--- src/rtl/pattern_delay_timer.sv ---
`default_nettype none
// ============================================================================
// Module   : pattern_delay_timer
// Brief    : Serial start-pattern detector, MSB-first delay capture and
//            (delay+1)*UNIT cycle countdown with done/ack handshake.
// Revision : 1.0 - initial parameterised release
// ============================================================================
module pattern_delay_timer #(
   parameter int                 PAT_LEN = 4,
   parameter logic [PAT_LEN-1:0] PAT     = 4'b1101,
   parameter int                 DLY_W   = 4,
   parameter int                 UNIT    = 1000
) (
   input  logic             clk,
   input  logic             reset,
   input  logic             data,
   input  logic             ack,
   output logic             shift_ena,
   output logic             counting,
   output logic             done,
   output logic [DLY_W-1:0] remaining
);

   localparam int FILL_W = $clog2(PAT_LEN + 1);
   localparam int BIT_W  = (DLY_W > 1) ? $clog2(DLY_W) : 1;
   localparam int UNIT_W = (UNIT > 1) ? $clog2(UNIT) : 1;

   typedef enum logic [1:0] {
      SEARCH = 2'd0,
      SHIFT  = 2'd1,
      COUNT  = 2'd2,
      DONE   = 2'd3
   } state_t;

   state_t              state;
   logic [PAT_LEN-1:0]  hist;
   logic [PAT_LEN-1:0]  hist_next;
   logic [FILL_W-1:0]   fill;
   logic [FILL_W-1:0]   fill_next;
   logic [DLY_W-1:0]    delay;
   logic [DLY_W-1:0]    delay_next;
   logic [BIT_W-1:0]    bit_cnt;
   logic [UNIT_W-1:0]   unit_cnt;
   logic                match;

   // Single-bit fields cannot be sliced, so the shift paths are split by width.
   if (PAT_LEN == 1) begin : g_hist_one
      assign hist_next = data;
   end else begin : g_hist_many
      assign hist_next = {hist[PAT_LEN-2:0], data};
   end

   if (DLY_W == 1) begin : g_delay_one
      assign delay_next = data;
   end else begin : g_delay_many
      assign delay_next = {delay[DLY_W-2:0], data};
   end

   assign fill_next = (fill == FILL_W'(PAT_LEN)) ? fill : fill + 1'b1;
   assign match     = (fill_next == FILL_W'(PAT_LEN)) && (hist_next == PAT);

   always_ff @(posedge clk) begin
      if (reset) begin
         state     <= SEARCH;
         hist      <= '0;
         fill      <= '0;
         delay     <= '0;
         bit_cnt   <= '0;
         unit_cnt  <= '0;
         remaining <= '0;
         shift_ena <= 1'b0;
         counting  <= 1'b0;
         done      <= 1'b0;
      end else begin
         case (state)
            SEARCH: begin
               hist <= hist_next;
               fill <= fill_next;
               if (match) begin
                  state     <= SHIFT;
                  shift_ena <= 1'b1;
                  delay     <= '0;
                  remaining <= '0;
                  bit_cnt   <= '0;
               end
            end
            SHIFT: begin
               delay     <= delay_next;
               remaining <= delay_next;
               bit_cnt   <= bit_cnt + 1'b1;
               if (bit_cnt == BIT_W'(DLY_W - 1)) begin
                  state     <= COUNT;
                  shift_ena <= 1'b0;
                  counting  <= 1'b1;
                  unit_cnt  <= '0;
               end
            end
            COUNT: begin
               // remaining==0 at a unit wrap means the final unit just elapsed.
               if (unit_cnt == UNIT_W'(UNIT - 1)) begin
                  unit_cnt <= '0;
                  if (remaining == '0) begin
                     state    <= DONE;
                     counting <= 1'b0;
                     done     <= 1'b1;
                  end else begin
                     remaining <= remaining - 1'b1;
                  end
               end else begin
                  unit_cnt <= unit_cnt + 1'b1;
               end
            end
            DONE: begin
               if (ack) begin
                  state <= SEARCH;
                  done  <= 1'b0;
                  hist  <= '0;
                  fill  <= '0;
               end
            end
            default: state <= SEARCH;
         endcase
      end
   end

endmodule
`default_nettype wire

--- config.mk ---
export PLATFORM = sky130hd
export DESIGN_NAME = pattern_delay_timer
export DESIGN_NICKNAME = d
export VERILOG_FILES = /design/src/rtl/pattern_delay_timer.sv
export SDC_FILE = /design/constraint.sdc
export NUM_CORES = 1
export LEC_CHECK = 0
export CAP_MARGIN = 5
export CORE_AREA = 2 2 58 60
export CTS_CLUSTER_SIZE = 20
export DETAILED_ROUTE_END_ITERATION = 10
export DIE_AREA = 0 0 60 62
export PLACE_DENSITY = 0.73
export SYNTH_ARGS = -nofsm -noshare
export SYNTH_HDL_FRONTEND = slang
export SYNTH_SLANG_ARGS = --single-unit
export TNS_END_PERCENT = 10
--- constraint.sdc ---
create_clock -name clk -period 3 [get_ports clk]
set_clock_uncertainty 0.05 [all_clocks]
set_input_delay 0.6 -clock clk [delete_from_list [all_inputs] [get_ports clk]]
set_output_delay 0.6 -clock clk [all_outputs]
set_load 0.05 [all_outputs]
==> flow_summary.toml <==
[outcome]
outcome = "complete, no violations"

[clock_tree]
cts_max_path_buffers = 2
path_clk_slew_ns = 0.10
root_buffer = "clkbuf_4"
clk_latency_ns = 0.34
ctsHtreeMaxLevel = 2
cts_buffers = 5
postCtsSetupBuffers = 0
cts_sinks = 30
cts_tree = "done"
ctsHoldBuffers = 0
ctsResizeCount = 0

[min_path]
min-delay-start = "bit_cnt[1]"
whs_endpoint = "bit_cnt[1]"
hold_path_class = "flip-flop to flip-flop"
whs_path_depth = 2

[finish]
fin_nets = 211
layout-area-overhead-vs-synth_pct = 13.4
drive_gt1_share_pct = 13.6
n_antenna_cell = 0
finalInstanceArea_mm2 = 0.00187

[timing]
final.min_clock_period_ns = 2.33
fin_hold_ws_ns = 0.444
relSlewSlack_pct = 64.5
setup_viol = 0
hold_viol = 0
min_period_over_period_pct = 77.8
worstMarginPinSlew_ns = 0.524
slew_viol_final = 0
fmax_mhz = 428
tns_ns = 0
rsz0062_at_grt = "no"

[critical_path]
r2r-start = "fill[0]"
timing.rr.end = "remaining[1]"
rr_worst_depth = 7
path_max_fanout = 7
cp.required_ns = 3.17
worstSetupEndpointType = "flip-flop"
worstPathArrival_ns = 2.51
worstSetupPathType = "flip-flop to flip-flop"
r2r_slack_ns = 0.67
start_kind = "flip-flop"

[synth]
ys_warn_count = 0
ys_seq_area_share_pct = 36.5
synthArstFlopShare_pct = 0
synth_area_mm2 = 0.00165
avgSynthCellArea_um2 = 8.89
synth_ff_type = "dfxtp_1"
syn_inst = 185
synth_edf_count = 0
syn-num-nets = 199
synth_cell_type_count = 47
yosys_register_bits = 30

[detailed_routing]
vias = 1360
postRouteAntennaNets = 0
post-route-drc-count = 0
drt_iter0_drc = 55
via_per_inst = 5.57
routed_wl_mm = 3.25
first_pass_iters = 4
post_drt_wl_per_cell_um = 13.3

[global_route]
grt_pass1_wl_mm = 5.64
gr-total-overflow = 0
met1_usage_pct = 26.0
met2_usage_pct = 31.8
track_usage_pct = 20.6
grt_pass1_vias = 1259
met3_usage_pct = 7.25
antenna_found_initial = 0
grt_start_max_net_pins = 25
grt.busiest_layer = "met2"

[power_and_ir_drop]
ir_drop_v = 0.000340
p_leak_uw = 0.000687
power_frac_seq_pct = 45.3
finalPower_uw = 983
p_int_uw = 675
pwr-share-clk_pct = 30.5
powerDensity_mw_per_mm2 = 527
share_comb_of_total_power_pct = 24.2
power_switching_uw = 308
p_sw_share_pct = 31.3

[floorplanning]
die_y_um = 62
row_count = 21
start_util_pct = 51.8
dieArea_mm2 = 0.00372
core_mm2 = 0.00318
dieWidth_um = 60
pin_count = 11

[placed_design]
postPlaceCellArea_mm2 = 0.00179
post-dp-hpwl_mm = 2.34
place_congestion = 0.876
port_buffers = 10

[flow_run]
maxCapViolCount = 0
stage by stage:
| step | setup WS [ns] | cells | util [%] |
|---|---|---|---|
| floorplan | 0.843 | 185 | - |
| global placement | 0.632 | 236 | 56.2 |
| detailed placement | 0.570 | 236 | 56.2 |
| CTS | 0.668 | 244 | 58.7 |
| global route | 0.575 | 244 | 58.7 |
| finish | 0.666 | 244 | 58.7 |
layout by cell type, fill, tap and decap left out, types with 2 or more instances in the layout:
cell / instances
a21oi_1: 13
a22oi_1: 8
and3_1: 2
clkbuf_4: 5
clkbuf_8: 3
clkdlybuf4s50_1: 10
dfxtp_1: 30
ha_1: 10
inv_1: 8
mux2_4: 4
nand2_1: 9
nand2b_1: 5
nand3_1: 5
nand3b_1: 2
nand4_1: 5
nor2_1: 29
nor2b_1: 3
nor4_1: 2
o21ai_0: 8
xnor2_1: 2
xor2_1: 7
worst max-delay path, stage by stage, from the launching register on:
cell	delay, ns
dfxtp_1	0.41
inv_1	0.09
ha_1	0.31
and4bb_2	0.29
nand2_1	0.08
o21a_2	0.28
a211oi_4	0.38
mux2_4	0.34
state kept, by name, indices dropped and copies added, names as in the netlist, 2 cells and up:
signal     cells
remaining      4
fill           3
hist           3
delay          3
unit_cnt      10
state          2
bit_cnt        2
power by group through the flow:
stage                     Clock, µW  Sequential, µW  Combinational, µW
final                           300             445                238
after global placement            0             452                231
after global routing            331             450                264
after floorplan                   0             463                176
after CTS                       306             445                238
after detailed placement          0             454                237
layout make-up:
| type | count | area [µm²] |
|---|---|---|
| Inverter | 8 | 30.0 |
| Timing Repair Buffer | 11 | 108 |
| Clock buffer | 8 | 78.8 |
| Fill cell | 295 | 1310 |
| Sequential cell | 30 | 601 |
| Tap cell | 46 | 57.6 |
| Multi-Input combinational cell | 141 | 991 |
routing by layer:
| layer | wire, µm | share of wire, % | vias to the layer above |
|---|---|---|---|
| li1 | - | - | 682 |
| met1 | 1560 | 48 | 645 |
| met2 | 1470 | 45 | 26 |
| met3 | 145 | 4.5 | 7 |
| met4 | 75 | 2.3 | 0 |
| met5 | 0 | 0 | - |
worst max path at each step:
stage            start           end  slack, ns  cells past startpoint
6_report       fill[0]  remaining[1]       0.67                      7
5_1_grt        fill[0]  remaining[1]       0.57                      7
4_1_cts        fill[0]  remaining[1]       0.67                      7
3_5_place_dp      data  remaining[1]       0.57                      5
3_3_place_gp      data  remaining[1]       0.63                      5
2_1_floorplan  fill[0]  remaining[0]       0.84                      7
synthesized netlist by cell type, types with 2 or more instances:
| master | n | area [µm²] |
|---|---|---|
| clkbuf_1 | 5 | 18.8 |
| nor2_1 | 29 | 109 |
| nand4_1 | 5 | 31.3 |
| ha_1 | 10 | 125 |
| xor2_1 | 7 | 61.3 |
| a21oi_1 | 13 | 65.1 |
| nand3_1 | 5 | 25.0 |
| mux2_4 | 4 | 60.1 |
| inv_1 | 8 | 30.0 |
| nand3b_1 | 2 | 15.0 |
| dfxtp_1 | 30 | 601 |
| o21ai_0 | 8 | 40.0 |
| a22oi_1 | 8 | 60.1 |
| nand2b_1 | 5 | 31.3 |
| and3_1 | 2 | 12.5 |
| nor2b_1 | 3 | 18.8 |
| nand2_1 | 9 | 33.8 |
| nor4_1 | 2 | 12.5 |
| xnor2_1 | 2 | 17.5 |
kinds of logic after synthesis:
family                   Yosys count  share of synthesized area, %
AND/OR/NAND/NOR                   74                          24.5
AO/OA/AOI/OAI                     42                          18.4
flip-flops                        30                          36.5
buffers and inverters             14                          3.27
adder cells (fa/ha/maj)           10                          7.60
XOR/XNOR                           9                          4.79
multiplexers                       6                          4.94
Note: power is estimated with default switching activity, not from simulation.
